$ cat src/rtl/bist_lfsr_misr.sv
// bist_lfsr_misr: Fibonacci LFSR pattern generator plus MISR response compactor
// for combinational netlist self-test, with hold-to-freeze and golden signature compare.
module bist_lfsr_misr #(
    parameter int                PRPG_W    = 36,
    parameter logic [PRPG_W-1:0] PRPG_POLY = 36'h8_0000_0400,
    parameter logic [PRPG_W-1:0] SEED      = 36'h0_0000_0001,
    parameter int                MISR_W    = 7,
    parameter logic [MISR_W-1:0] MISR_POLY = 7'h60,
    parameter int                N_PAT     = 1024,
    parameter logic [MISR_W-1:0] GOLDEN    = 7'h00,
    parameter int                CNT_W     = $clog2(N_PAT + 1)
) (
    input  logic              clk,
    input  logic              reset,
    input  logic              start,
    input  logic              seed_load,
    input  logic [PRPG_W-1:0] seed_in,
    input  logic              hold,
    input  logic [MISR_W-1:0] resp,
    output logic [PRPG_W-1:0] pattern,
    output logic [MISR_W-1:0] signature,
    output logic [CNT_W-1:0]  pat_count,
    output logic              busy,
    output logic              done,
    output logic              pass
);
    typedef enum logic [1:0] {IDLE, RUN, DONE} state_t;

    state_t            state, state_nx;
    logic [PRPG_W-1:0] prpg, prpg_nx, seed_reg, seed_eff;
    logic [MISR_W-1:0] misr, misr_nx;
    logic [CNT_W-1:0]  cnt;
    logic              ctl, adv, last;

    assign ctl      = state != RUN;
    assign adv      = state == RUN && !hold;
    assign last     = cnt == CNT_W'(N_PAT - 1);
    // A zero seed would lock the LFSR up, so it is replaced by SEED
    assign seed_eff = seed_in == '0 ? SEED : seed_in;
    assign prpg_nx  = {prpg[PRPG_W-2:0], ^(prpg & PRPG_POLY)};
    assign misr_nx  = {misr[MISR_W-2:0], ^(misr & MISR_POLY)} ^ resp;

    always_ff @(posedge clk) begin
        if (!reset) state <= IDLE;
        else        state <= state_nx;
    end

    always_comb begin
        state_nx = state;
        if (ctl && start)     state_nx = RUN;
        else if (adv && last) state_nx = DONE;
    end

    always_comb begin
        busy = state == RUN;
        done = state == DONE;
        pass = done && signature == GOLDEN;
    end

    always_ff @(posedge clk) begin
        if (!reset) begin
            prpg     <= SEED;
            seed_reg <= SEED;
            misr     <= '0;
            cnt      <= '0;
        end else if (ctl) begin
            if (seed_load) begin
                seed_reg <= seed_eff;
                prpg     <= seed_eff;
            end
            if (start) begin
                misr <= '0;
                cnt  <= '0;
                prpg <= seed_load ? seed_eff : seed_reg;
            end
        end else if (!hold) begin
            prpg <= prpg_nx;
            misr <= misr_nx;
            cnt  <= cnt + CNT_W'(1);
        end
    end

    assign pattern   = prpg;
    assign signature = misr;
    assign pat_count = cnt;
endmodule
$ cat config.mk
export PLATFORM = sky130hd
export DESIGN_NAME = bist_lfsr_misr
export DESIGN_NICKNAME = d
export VERILOG_FILES = /design/src/rtl/bist_lfsr_misr.sv
export SDC_FILE = /design/constraint.sdc
export NUM_CORES = 1
export LEC_CHECK = 0
export ABC_AREA = 0
export BUFFER_PORTS_ARGS = -buffer_cell sky130_fd_sc_hd__buf_2
export CAP_MARGIN = 20
export CORE_MARGIN = 5
export CORE_UTILIZATION = 53
export CTS_CLUSTER_DIAMETER = 100
export DETAILED_ROUTE_END_ITERATION = 8
export PLACE_DENSITY_LB_ADDON = 0.08
export SLEW_MARGIN = 20
export SYNTH_ARGS = -nofsm -noshare
export SYNTH_HDL_FRONTEND = slang
export SYNTH_SLANG_ARGS = --single-unit
$ cat constraint.sdc
create_clock -name clk -period 1.67 [get_ports clk]
set_input_delay 0.2505 -clock clk [delete_from_list [all_inputs] [get_ports clk]]
set_output_delay 0.2505 -clock clk [all_outputs]
set_load 0.02 [all_outputs]
==> impl_metrics.sql <==
INSERT INTO impl_metrics (metric_group, metric, value, unit) VALUES
('floorplanning', 'dieArea', '9980', 'µm²'),
('logic_synthesis', 'synth-warning-count', '0', ''),
('critical_path', 'launch_point_of_the_worst_reg_to_reg_path', 'state[1]', ''),
('pwr', 'power.density', '996', 'nW/µm²'),
('global_routing', 'grt.overflow.total', '0', ''),
('timing', 'maximum_achievable_frequency', '0.604', 'GHz'),
('clocking', 'cts.clk_slew.worst_paths', '90', 'ps'),
('timing', 'timing.final.max_slew_violations', '0', ''),
('global_routing', 'global_route_wire_length_before_repair', '18300', 'µm'),
('logic_synthesis', 'synth_sequential_area_ratio', '0.430', ''),
('logic_synthesis', 'netlist_area', '4280', 'µm²'),
('critical_path', 'critPathKind', 'reg2out', ''),
('global_routing', 'number_of_global_route_vias_before_repair', '3855', ''),
('place', 'placed_cell_area', '4980', 'µm²'),
('cells_and_area', 'flow.area_growth_from_synthesis', '22.8', '%'),
('logic_synthesis', 'yosys.cell_types.count', '42', ''),
('pwr', 'comb_power_share', '0.232', ''),
('routing', 'route.vias.total', '4053', ''),
('cells_and_area', 'fillers', '704', ''),
('place', 'total_placed_cells_including_tap_cells', '716', ''),
('logic_synthesis', 'synth-main-ff-cell', 'sky130_fd_sc_hd__dfxtp_1', ''),
('logic_synthesis', 'number_of_synthesized_flops_with_an_enable_pin', '0', ''),
('clocking', 'clock_latency', '350', 'ps'),
('critical_path', 'crit_path_launch', 'signature[3]', ''),
('flow_run', 'maxCapViolCount', '0', ''),
('timing', 'final.setup.worst_slack', '15.0', 'ps'),
('floorplanning', 'area_of_the_core', '7810', 'µm²'),
('cells_and_area', 'layout-drive-gt1-share', '0.244', ''),
('cells_and_area', 'final_common_cell', 'sky130_fd_sc_hd__nand2_1', ''),
('logic_synthesis', 'ys_ff_latch', '92', ''),
('timing', 'finalCritPeriodShare', '0.991', ''),
('cells_and_area', 'final_nets', '675', ''),
('worst_hold_path', 'worst_hold_path.num_cells', '3', ''),
('place', 'post_placement_worst_setup_slack', '59.3', 'ps'),
('critical_path', 'critPathMaxFanout', '4', ''),
('global_routing', 'grt_start_max_net_pins', '49', ''),
('critical_path', 'crit_arrival', '1400', 'ps'),
('global_routing', 'grtUsageTotal', '0.221', ''),
('clocking', 'cts_inserted_buffers', '9', ''),
('clocking', 'clk_root_buffer_cell', 'sky130_fd_sc_hd__clkbuf_8', ''),
('place', 'hpwl', '7510', 'µm'),
('pwr', 'power_leakage', '2.44', 'nW'),
('place', 'finalWeightedCongestion', '0.815', ''),
('routing', 'route.final.wire_length', '10900', 'µm'),
('pwr', 'netSwitchingPower', '1.63', 'mW'),
('clocking', 'cts-hold-fix-buffers', '0', ''),
('critical_path', 'worstReg2RegEnd', 'pat_count[7]', ''),
('floorplanning', 'die_y', '99.9', 'µm'),
('clocking', 'tritoncts_num_sinks', '92', ''),
('routing', 'ant_nets', '0', ''),
('critical_path', 'crit_required', '1420', 'ps'),
('timing', 'final_hold_viol_count', '0', ''),
('worst_hold_path', 'min_from', 'seed_in[19]', ''),
('timing', 'rsz0062_at_grt', 'true', ''),
('routing', 'route.detailed.vias_per_inst', '5.52', ''),
('routing', 'drt_pass1_iterations', '5', ''),
('cells_and_area', 'final_area', '5260', 'µm²'),
('timing', 'max-slew-margin-rel', '0.660', ''),
('critical_path', 'critPathCaptureType', 'primary output', ''),
('pwr', 'p_clk_frac', '0.292', ''),
('global_routing', 'antenna_violations_before_repair', '2', ''),
('timing', 'setup_viol_count_final', '0', ''),
('critical_path', 'worst_setup_path_start_kind', 'flop', ''),
('floorplanning', 'floorplan.rows', '32', ''),
('timing', 'min_period', '1650', 'ps'),
('critical_path', 'ff2ff_path_depth', '3', ''),
('timing', 'timing.hold.ws', '148', 'ps'),
('cells_and_area', 'finalCoreUtilization', '0.674', ''),
('cells_and_area', 'instances_no_fill', '734', ''),
('floorplanning', 'die_width', '99.9', 'µm'),
('status', 'status', 'completed', '');
-- worst max-delay path, cell delays in order, from the launching register on --
cell and delay, ps:
sky130_fd_sc_hd__dfxtp_2 360, sky130_fd_sc_hd__nor4_4 260, sky130_fd_sc_hd__nand2_1 100, sky130_fd_sc_hd__nor4_2 150
sky130_fd_sc_hd__buf_4 180
-- synthesized netlist by cell type (2+ instances only) --
cell / number / area [µm²]
sky130_fd_sc_hd__or4_1: 2 / 15.0
sky130_fd_sc_hd__xor2_1: 5 / 43.8
sky130_fd_sc_hd__clkbuf_1: 22 / 82.6
sky130_fd_sc_hd__mux2i_1: 35 / 350
sky130_fd_sc_hd__nor3_1: 5 / 25.0
sky130_fd_sc_hd__a22oi_1: 7 / 52.6
sky130_fd_sc_hd__nand2_1: 118 / 443
sky130_fd_sc_hd__o21ai_0: 5 / 25.0
sky130_fd_sc_hd__dfxtp_1: 92 / 1840
sky130_fd_sc_hd__nand2b_1: 2 / 12.5
sky130_fd_sc_hd__nor2_1: 47 / 176
sky130_fd_sc_hd__buf_4: 4 / 30.0
sky130_fd_sc_hd__and2_1: 2 / 12.5
sky130_fd_sc_hd__nor4_1: 12 / 75.1
sky130_fd_sc_hd__o22ai_1: 2 / 12.5
sky130_fd_sc_hd__or3_1: 3 / 18.8
sky130_fd_sc_hd__buf_2: 13 / 65.1
sky130_fd_sc_hd__a21oi_1: 84 / 420
sky130_fd_sc_hd__xnor2_1: 4 / 35.0
sky130_fd_sc_hd__nand3_1: 6 / 30.0
sky130_fd_sc_hd__o31ai_1: 3 / 22.5
sky130_fd_sc_hd__inv_1: 2 / 7.51
sky130_fd_sc_hd__nand4_1: 2 / 12.5
sky130_fd_sc_hd__a211o_1: 36 / 315
-- cell type report --
cell class / count / area, µm² / share of cell area
Antenna cell: 1 / 2.50 / 0.000476
Clock buffer: 11 / 141 / 0.0269
Clock inverter: 5 / 61.3 / 0.0117
Inverter: 3 / 11.3 / 0.00214
Multi-Input combinational cell: 396 / 2300 / 0.436
Sequential cell: 92 / 1850 / 0.351
Tap cell: 102 / 128 / 0.0243
Timing Repair Buffer: 124 / 773 / 0.147
-- metal layers --
| layer | track usage | part of all wire | vias up | wire, µm |
|---|---|---|---|---|
| li1 | - | - | 2042 | - |
| met5 | 0 | 0.0010 | - | 11 |
| met3 | 0.0486 | 0.076 | 17 | 828 |
| met1 | 0.293 | 0.43 | 1865 | 4730 |
| met2 | 0.353 | 0.47 | 127 | 5170 |
| met4 | 0.0798 | 0.016 | 2 | 170 |
-- stage by stage --
step                      setup TNS (ps)  power (mW)
final                                  0        5.24
after detailed placement               0        3.73
after global routing               -66.3        5.54
after global placement                 0        3.70
after CTS                          -51.7        5.28
after floorplan                        0        3.32
-- repair_timing --
item | 4_1_cts | 5_1_grt
endpoints found under the setup margin | 2 | 12
pin swaps | 0 | 2
gates resized for setup | 3 | 8
gates cloned | 1 | 0
-- power by group through the flow --
| stage | registers [mW] | clock network [mW] | logic, mW |
|---|---|---|---|
| finish | 2.50 | 1.53 | 1.22 |
| global route | 2.52 | 1.67 | 1.35 |
| CTS | 2.49 | 1.57 | 1.22 |
| detailed placement | 2.54 | 0 | 1.19 |
| global placement | 2.54 | 0 | 1.17 |
| floorplan | 2.66 | 0 | 0.655 |
-- cell families (layout without fill, tap and decap cells) --
family          after synthesis  in the layout  share of synthesized area
compound gates              143            143                      0.210
fa+ha+maj                     1              1                    0.00292
buf+inv                      43            143                     0.0450
other cells                   0              1                          0
mux                          35             35                     0.0818
simple gates                208            208                      0.212
flops                        92             92                      0.430
xor+xnor                      9              9                     0.0184
-- worst max-delay path by stage --
stage | end | slack [ps] | cells past startpoint
finish | pass | 20 | 4
global route | pass | -70 | 4
CTS | pass | -50 | 4
detailed placement | state[0] | 60 | 4
global placement | state[0] | 100 | 5
floorplan | pass | 50 | 3
(Power assumes the default switching activity.)
